$ cat config.mk
export PLATFORM = sky130hd
export DESIGN_NAME = mul_seq_ctrl_flat
export DESIGN_NICKNAME = d
export VERILOG_FILES = /design/src/rtl/mul_seq_ctrl_pkg.sv /design/src/rtl/mul_seq_ctrl_if.sv /design/src/rtl/mul_seq_ctrl_row.sv /design/src/rtl/mul_seq_ctrl.sv /design/src/flat_wrapper.sv
export SDC_FILE = /design/constraint.sdc
export NUM_CORES = 1
export LEC_CHECK = 0
export ABC_CLOCK_PERIOD_IN_PS = 2300
export CAP_MARGIN = 20
export CORE_UTILIZATION = 55
export CTS_CLUSTER_DIAMETER = 50
export CTS_CLUSTER_SIZE = 25
export DETAILED_ROUTE_END_ITERATION = 8
export DONT_BUFFER_PORTS = 1
export PLACE_DENSITY = 0.81
export RECOVER_POWER = 100
export SYNTH_ARGS = -nofsm -noshare
export SYNTH_HDL_FRONTEND = slang
export SYNTH_SLANG_ARGS = --single-unit
$ cat constraint.sdc
create_clock -name clk -period 2.3 [get_ports clk]
set_input_delay 0.69 -clock clk [delete_from_list [all_inputs] [get_ports clk]]
set_output_delay 0.69 -clock clk [all_outputs]
set_load 0.02 [all_outputs]
$ cat src/rtl/mul_seq_ctrl_pkg.sv
// mul_pkg: shared types and width-derived constants for the sequential
// shift-add multiplier (mul_seq_ctrl).
//   - state_t     : controller FSM states IDLE / RUN / DONE
//   - DEF_WIDTH   : default operand width
//   - prod_width  : product width (2*WIDTH)
//   - cnt_width   : step-counter width ($clog2(WIDTH), at least 1)
// No ports.
package mul_pkg;

  typedef enum logic [1:0] {
    ST_IDLE = 2'd0,
    ST_RUN  = 2'd1,
    ST_DONE = 2'd2
  } state_t;

  localparam int DEF_WIDTH = 4;

  function automatic int prod_width(input int w);
    return 2 * w;
  endfunction

  function automatic int cnt_width(input int w);
    return ($clog2(w) < 1) ? 1 : $clog2(w);
  endfunction

  localparam int DEF_PROD_W = prod_width(DEF_WIDTH);
  localparam int DEF_CNT_W  = cnt_width(DEF_WIDTH);

endpackage

$ cat src/rtl/mul_seq_ctrl_if.sv
// mul_seq_ctrl_if: operand and result handshakes of the sequential multiplier.
// Signals:
//   in_valid/in_ready : operand pair (m, q) transfer
//   m, q              : WIDTH-bit multiplicand / multiplier
//   out_valid/out_ready : product transfer
//   p                 : 2*WIDTH-bit product
//   busy              : controller is in RUN or DONE
// Handshake rule (both channels): a transfer happens on a rising clk edge
// where valid and ready are both high; the sender keeps valid and data
// stable until that edge, and ready never depends combinationally on valid.
// Modports: slave = the controller, master = producer/consumer side.
interface mul_seq_ctrl_if #(
  parameter int WIDTH = mul_pkg::DEF_WIDTH
);
  logic                 in_valid;
  logic                 in_ready;
  logic [WIDTH-1:0]     m;
  logic [WIDTH-1:0]     q;
  logic                 out_valid;
  logic                 out_ready;
  logic [2*WIDTH-1:0]   p;
  logic                 busy;

  modport slave (
    input  in_valid, m, q, out_ready,
    output in_ready, out_valid, p, busy
  );

  modport master (
    output in_valid, m, q, out_ready,
    input  in_ready, out_valid, p, busy
  );
endinterface

$ cat src/rtl/mul_seq_ctrl_row.sv
// mul_row: combinational WIDTH-bit partial-product row.
// Adds (b_bit ? a : 0) to acc_in with a ripple chain of AND-gated full adders.
// Ports:
//   a      in  WIDTH    multiplicand
//   b_bit  in  1        current multiplier bit (gates every cell)
//   acc_in in  WIDTH    running upper accumulator half
//   sum    out WIDTH+1  unsigned sum including carry out
module mul_row #(
  parameter int WIDTH = 4
) (
  input  logic [WIDTH-1:0] a,
  input  logic             b_bit,
  input  logic [WIDTH-1:0] acc_in,
  output logic [WIDTH:0]   sum
);
  logic [WIDTH:0]   w_c;
  logic [WIDTH-1:0] w_pp;

  assign w_c[0] = 1'b0;

  for (genvar i = 0; i < WIDTH; i++) begin : g_cell
    assign w_pp[i]    = a[i] & b_bit;
    assign sum[i]     = acc_in[i] ^ w_pp[i] ^ w_c[i];
    assign w_c[i + 1] = (acc_in[i] & w_pp[i]) | (w_c[i] & (acc_in[i] ^ w_pp[i]));
  end

  assign sum[WIDTH] = w_c[WIDTH];
endmodule

$ cat src/rtl/mul_seq_ctrl.sv
// mul_seq_ctrl: sequential shift-add multiplier controller.
// Accepts (m, q) when in_valid & in_ready, runs WIDTH add-and-shift steps
// through one shared mul_row, then presents the 2*WIDTH-bit product p with
// out_valid until out_ready takes it.
// Ports:
//   clk          in   rising-edge clock
//   rst          in   synchronous active-high reset
//   bus          slave modport of mul_seq_ctrl_if (handshakes, m, q, p, busy)
//   o_dbg_state  out  current FSM state
// Optional feature: MUL_SEQ_ZERO_SKIP_EN -- when defined, a zero operand at
// accept jumps straight to DONE with p=0 (latency 1).
module mul_seq_ctrl
  import mul_pkg::*;
#(
  parameter int WIDTH = DEF_WIDTH
) (
  input  logic           clk,
  input  logic           rst,
  mul_seq_ctrl_if.slave  bus,
  output state_t         o_dbg_state
);
  localparam int CNT_W = cnt_width(WIDTH);

  state_t             r_state;
  state_t             w_next;
  // Upper accumulator half A. After each shift its top bit is always 0,
  // so only the low WIDTH bits are stored.
  logic [WIDTH-1:0]   r_a;
  logic [WIDTH-1:0]   r_q;
  logic [WIDTH-1:0]   r_mreg;
  logic [CNT_W-1:0]   r_cnt;
  logic [2*WIDTH-1:0] r_p;

  logic [WIDTH:0]     w_sum;
  logic               w_accept;
  logic               w_last;
  logic               w_zero;

  assign w_accept = bus.in_valid & bus.in_ready;
  assign w_last   = (r_cnt == CNT_W'(WIDTH - 1));

`ifdef MUL_SEQ_ZERO_SKIP_EN
  assign w_zero = (bus.m == '0) || (bus.q == '0);
`else
  assign w_zero = 1'b0;
`endif

  mul_row #(.WIDTH(WIDTH)) u_row (
    .a      (r_mreg),
    .b_bit  (r_q[0]),
    .acc_in (r_a),
    .sum    (w_sum)
  );

  // State register
  always_ff @(posedge clk) begin
    if (rst) r_state <= ST_IDLE;
    else     r_state <= w_next;
  end

  // Next-state logic
  always_comb begin
    w_next = r_state;
    case (r_state)
      ST_IDLE: if (w_accept)      w_next = w_zero ? ST_DONE : ST_RUN;
      ST_RUN:  if (w_last)        w_next = ST_DONE;
      ST_DONE: if (bus.out_ready) w_next = ST_IDLE;
      default:                    w_next = ST_IDLE;
    endcase
  end

  // Outputs decoded from state; in_ready is also held low during reset.
  always_comb begin
    bus.in_ready  = (r_state == ST_IDLE) && !rst;
    bus.out_valid = (r_state == ST_DONE);
    bus.busy      = (r_state == ST_RUN) || (r_state == ST_DONE);
    bus.p         = r_p;
    o_dbg_state   = r_state;
  end

  // Datapath: {A, Q} <= {sum, Q} >> 1 on every RUN cycle.
  always_ff @(posedge clk) begin
    if (rst) begin
      r_a    <= '0;
      r_q    <= '0;
      r_mreg <= '0;
      r_cnt  <= '0;
      r_p    <= '0;
    end else begin
      case (r_state)
        ST_IDLE: begin
          if (w_accept) begin
            r_mreg <= bus.m;
            r_a    <= '0;
            r_q    <= bus.q;
            r_cnt  <= '0;
            if (w_zero) r_p <= '0;
          end
        end
        ST_RUN: begin
          r_a   <= w_sum[WIDTH:1];
          r_q   <= {w_sum[0], r_q[WIDTH-1:1]};
          r_cnt <= r_cnt + CNT_W'(1);
          // Post-shift {A[WIDTH-1:0], Q} equals {sum, Q[WIDTH-1:1]}.
          if (w_last) r_p <= {w_sum, r_q[WIDTH-1:1]};
        end
        default: ;
      endcase
    end
  end
endmodule

$ cat src/flat_wrapper.sv
// flat-port wrapper written by rule: the top's interface ports become plain ports
module mul_seq_ctrl_flat import mul_pkg::*;
#(
  parameter int WIDTH = DEF_WIDTH
)
  (clk, rst, o_dbg_state, bus_in_valid, bus_m, bus_q, bus_out_ready, bus_in_ready, bus_out_valid, bus_p, bus_busy);
  mul_seq_ctrl_if #(.WIDTH(WIDTH)) bus_i ();
  input  logic clk;
  input  logic rst;
  output state_t o_dbg_state;
  input wire logic [$bits(bus_i.in_valid)-1:0] bus_in_valid;
  input wire logic [$bits(bus_i.m)-1:0] bus_m;
  input wire logic [$bits(bus_i.q)-1:0] bus_q;
  input wire logic [$bits(bus_i.out_ready)-1:0] bus_out_ready;
  output wire logic [$bits(bus_i.in_ready)-1:0] bus_in_ready;
  output wire logic [$bits(bus_i.out_valid)-1:0] bus_out_valid;
  output wire logic [$bits(bus_i.p)-1:0] bus_p;
  output wire logic [$bits(bus_i.busy)-1:0] bus_busy;
  assign bus_i.in_valid = bus_in_valid;
  assign bus_i.m = bus_m;
  assign bus_i.q = bus_q;
  assign bus_i.out_ready = bus_out_ready;
  assign bus_in_ready = bus_i.in_ready;
  assign bus_out_valid = bus_i.out_valid;
  assign bus_p = bus_i.p;
  assign bus_busy = bus_i.busy;
  mul_seq_ctrl #(.WIDTH(WIDTH)) u_core (.clk(clk), .rst(rst), .bus(bus_i), .o_dbg_state(o_dbg_state));
endmodule
# Word level (Yosys, flattened, before mapping)
# Index checks and enable logic that the tools add are counted.
# totals
ff_bits	24
latch_bits	0
ramBits	0
mem_bits_ro	0
in_bits	12
out_inout_bits	13
elab_cells	54
n_memories	0
# classes
add_sub_neg	1
multipliers	0
n_div	0
magnitude_cmp	0
n_eq_ne	6
shift	0
mux	10
n_bitwise	22
n_reduce_logical	9
# op_table
op	count
one-hot mux 4 bit (2 select lines)	2
AND 1 bit	12
two-way mux 2 bit	4
two-way mux 4 bit	2
bitwise XOR 1 bit	7
one-hot mux 2 bit (3 select lines)	1
AND reduction 2 bit	3
equality test 2 bit (second input constant)	2
inequality test 2 x 1 -> 1 bit (second input constant)	2
one-hot mux 2 bit (2 select lines)	1
bitwise OR 1 bit	3
AND reduction 3 bit	1
adder 2 x 1 -> 2 bit (second input constant)	1
equality test 2 x 1 -> 1 bit (second input constant)	1
logical NOT 2 bit	1
inequality test 2 bit (second input constant)	1
nonzero test 2 bit	1
logical AND 1 bit	1
logical NOT 1 bit	1
logical OR 1 bit	1

# Longest topological paths before layout
# logic_depth
ltp_word	9
ltp_mapped	9

# Hierarchy
# Synthesis repeated with hierarchy kept, for this count alone.
# hier_totals
cells_unflattened	138
area_unflattened_um2	1247.4
# by_module_without_submodules
module	n_inst	cells_per_inst	area_per_inst_um2	seq_area_each_um2
mul_seq_ctrl	1	122	1124.8	480.5
mul_row	1	16	122.6	0.0

# Least setup slack after synthesis
# Ideal clock, no wire load.
# synth_timing
path_type	register -> register
startpoint	register u_core.r_q[0]
endpoint	register u_core.r_a[2]
setup_ns	0.128
arrival_ns	2.138
setup_slack_ns	0.035
stages_incl_launch_ff	10
path_buffers	0
period_less_slack_ns	2.265
cell_sequence	dfxtp_1 > and2_1 > ha_1 > inv_1 > fa_1 > fa_1 > fa_1 > inv_1 > a32oi_1 > nor2_1
# synth_between
elab_chain_len	8
word_cells_on_any_way	16
cone_classes	mux: 1; bitwise: 15
# synth_rtl
item	line_no	rtl
start, declared	mul_seq_ctrl.sv:29	logic [WIDTH-1:0] r_q;
start signal, assigned	mul_seq_ctrl.sv:95	r_q <= bus.q;
start signal, assigned	mul_seq_ctrl.sv:102	r_q <= {w_sum[0], r_q[WIDTH-1:1]};
AND 1 bit	mul_seq_ctrl_row.sv:22	assign w_pp[i] = a[i] & b_bit;
AND 1 bit or bitwise XOR 1 bit (tied branches)	mul_seq_ctrl_row.sv:24	assign w_c[i + 1] = (acc_in[i] & w_pp[i]) | (w_c[i] & (acc_in[i] ^ w_pp[i]));
AND 1 bit	mul_seq_ctrl_row.sv:24	
bitwise OR 1 bit	mul_seq_ctrl_row.sv:24	
AND 1 bit	mul_seq_ctrl_row.sv:24	
bitwise OR 1 bit	mul_seq_ctrl_row.sv:24	
bitwise XOR 1 bit *	mul_seq_ctrl_row.sv:23	assign sum[i] = acc_in[i] ^ w_pp[i] ^ w_c[i];
one-hot mux 4 bit (2 select lines) *	mul_seq_ctrl.sv:90	case (r_state)
end signal, assigned	mul_seq_ctrl.sv:101	r_a <= w_sum[WIDTH:1];
end, declared	mul_seq_ctrl.sv:28	logic [WIDTH-1:0] r_a;
# Mark *: on every way between the ends. The rest lies on a longest branch, timed or not.
# A chain may end at the register's enable or synchronous reset.

# Worst setup path in the final report
# Ends and elaborated chain as after synthesis.

==> metrics.md <==
| Metric | Value |
|---|---|
| Die area | `2380 µm²` |
| DR iter-0 viols | `34` |
| Gpl congestion | `0.756` |
| # setup viols final | `0` |
| First-pass GRT wire length | `3.59 mm` |
| CTS tree | `done` |
| Mapped Area | `1210 µm²` |
| Maximum number of pins on one net before global-route repair | `26` |
| Io pins | `25` |
| Total CTS buffers | `3` |
| Total track usage | `20.0%` |
| Unique masters post-synth | `27` |
| Crit path from | `u_core.r_q[0]` |
| Syn nets | `152` |
| Minimum clock period after layout | `2.20 ns` |
| Final WL | `2.19 mm` |
| Slew @ Worst Pin | `0.534 ns` |
| Grt ovf | `0` |
| Total of max-cap violations | `0` |
| Hold path start | `rst` |
| Setup TNS | `0 ns` |
| Initial antenna violation count | `0` |
| Most common cell after layout, fill and taps aside | `dfxtp_1` |
| Yosys reg bits | `24` |
| Die Height | `48.8 µm` |
| Site row count | `16` |
| CP required | `2.53 ns` |
| Data arrival, critical path | `2.43 ns` |
| Core footprint | `2000 µm²` |
| Gate Count Post-Synth | `131` |
| Worst-path clk slew | `0.13 ns` |
| Area grow syn2layout | `1.87%` |
| Crit path max fanout | `2` |
| Per-cell routed wire length | `14.0 µm` |
| Synth warnings | `0` |
| Register area share after synthesis | `39.8%` |
| Leakage | `0.474 nW` |
| Final Hold Viols | `0` |
| Maximum VDD drop | `0.000694 V` |
| H-tree levels | `1` |
| DRC Markers | `0` |
| Clock buffer depth | `2` |
| Power per cell area | `956 nW/µm²` |
| R2R Setup Slk | `0.1 ns` |
| Tcrit/Tclk final | `95.7%` |
| Critical path class | `flop to flop` |
| Outcome | `complete, no violations` |
| Clock latency on the worst-skew pair | `0.32 ns` |
| DR vias | `908` |
| Post-CTS setup buffer count | `0` |
| CTS Root Cell | `clkbuf_4` |
| Synth Area per Inst | `9.21 µm²` |
| Hold Crit Class | `input port to flop` |
| DR pass1 iterations | `4` |
| Fmax | `0.454 GHz` |
| Commonest cells after routing, fill and taps aside | `dfxtp_1 (22), nand2_1 (18), inv_1 (11), a21oi_1 (9), nor2_1 (9)` |
| Port buffer count | `0` |
| Reg2reg start | `u_core.r_q[0]` |
| Ranking of synthesized cells by area | `dfxtp_1 (40%), ha_1 (6.2%), nand2_1 (5.6%)` |
| Slew Viols, Final | `0` |
| RSZ-0062 raised after global routing | `no` |
| Placed wire-length estimate | `1.60 mm` |
| Routed vias/inst | `5.82` |
| Setup crit end kind | `flop` |
| Clock Skews | `0.00497 ns` |
| Clock Sinks | `24` |
| Synth area leader | `dfxtp_1` |
| Max-slew headroom | `63.4%` |
| Initial Util | `60.3%` |
| Share of layout cells above drive strength 1 | `9.30%` |
| ANT cells | `0` |
| Die Wd | `48.8 µm` |
| Post-layout nets | `151` |
| Final core occ | `61.4%` |
| Vias in the first global route | `817` |
| Routed Antenna Nets | `0` |
| Worst setup SP type | `flop` |
| Top-area cell type share of the netlist area | `39.8%` |
per-stage QoR:
step / total power, mW / area, µm² / worst slack, ns / instances / hold WS [ns]
2_1_floorplan: 0.948 / 1210 / 0.0345 / 131 / 0.432
3_3_place_gp: 0.971 / 1200 / 0.0782 / 152 / 0.434
3_5_place_dp: 0.981 / 1200 / 0.00249 / 152 / 0.449
4_1_cts: 1.21 / 1240 / 0.000796 / 156 / 0.409
5_1_grt: 1.24 / 1230 / 0.0283 / 156 / 0.401
6_report: 1.18 / 1230 / 0.0978 / 156 / 0.420
metal layers:
layer  up-vias  GRT usage [%]  wire length (µm)
met4         0           10.3                45
met3         4           4.36               125
li1        446              -                 -
met2        33           31.9              1020
met5         -              0                 0
met1       425           25.2               994
final cells by class:
type                            count  area [µm²]
Fill cell                         180         773
Multi-Input combinational cell     87         616
Sequential cell                    24         483
Inverter                           11        41.3
Clock buffer                        4        36.3
Tap cell                           27        33.8
Timing Repair Buffer                3        18.8
state kept, by name (all words and copies together) (netlist names):
signal / count
u_core.bus.p: 8
u_core.r_cnt: 2
u_core.r_mreg: 4
u_core.o_dbg_state: 2
u_core.r_a: 4
u_core.r_q: 4
cell usage after synthesis:
cell type,number
o31ai_4,1
mux2i_2,1
nand2_1,18
a21oi_1,9
mux2i_1,4
a32oi_1,5
nand2b_1,3
ha_1,6
o31ai_2,1
nand3_1,4
a211oi_1,4
o21ai_1,4
inv_1,11
buf_6,3
clkbuf_1,1
nand4_1,2
o311a_1,4
fa_1,3
buf_2,4
buf_4,1
and2_1,2
dfxtp_1,24
nor2_1,9
and3b_1,1
nand3b_1,1
nor2b_1,4
and3_4,1
cells by family (layout without fill, tap and decap cells):
| kind of cell | after synthesis | count (layout) | share of synthesized area (%) |
|---|---|---|---|
| multiplexers | 5 | 5 | 4.46 |
| flip-flops | 24 | 24 | 39.8 |
| AND/OR/NAND/NOR | 45 | 45 | 18.0 |
| buffers and inverters | 20 | 18 | 8.82 |
| AO/OA/AOI/OAI | 28 | 28 | 17.6 |
| adder cells (fa/ha/maj) | 9 | 9 | 11.2 |
timing repair:
item                       4_1_cts  5_1_grt
hold buffers                     0        0
gates resized for setup          2        2
cloned                           0        0
setup endpoints to repair        1        1
power by group:
part           internal, mW  leakage [nW]  switching (mW)
clock network        0.0968        0.0210           0.129
registers             0.469         0.196          0.0535
logic                 0.166         0.257           0.261
total                 0.732         0.474           0.443
critical path: stages, from the launching register on:
cell	delay [ns]
dfxtp_2	0.35
and2_1	0.12
ha_1	0.13
inv_1	0.05
fa_2	0.33
fa_2	0.34
fa_1	0.52
inv_1	0.05
a32oi_1	0.18
nor2_1	0.06
final timing paths:
check | to | depth (start not counted)
worst max-delay path | u_core.r_a[2] | 9
worst min-delay path | u_core.r_cnt[0] | 1
worst max register to register | u_core.r_a[2] | 9
worst min register to register | u_core.r_mreg[0] | 2
Note: power is estimated with default switching activity, not from simulation.
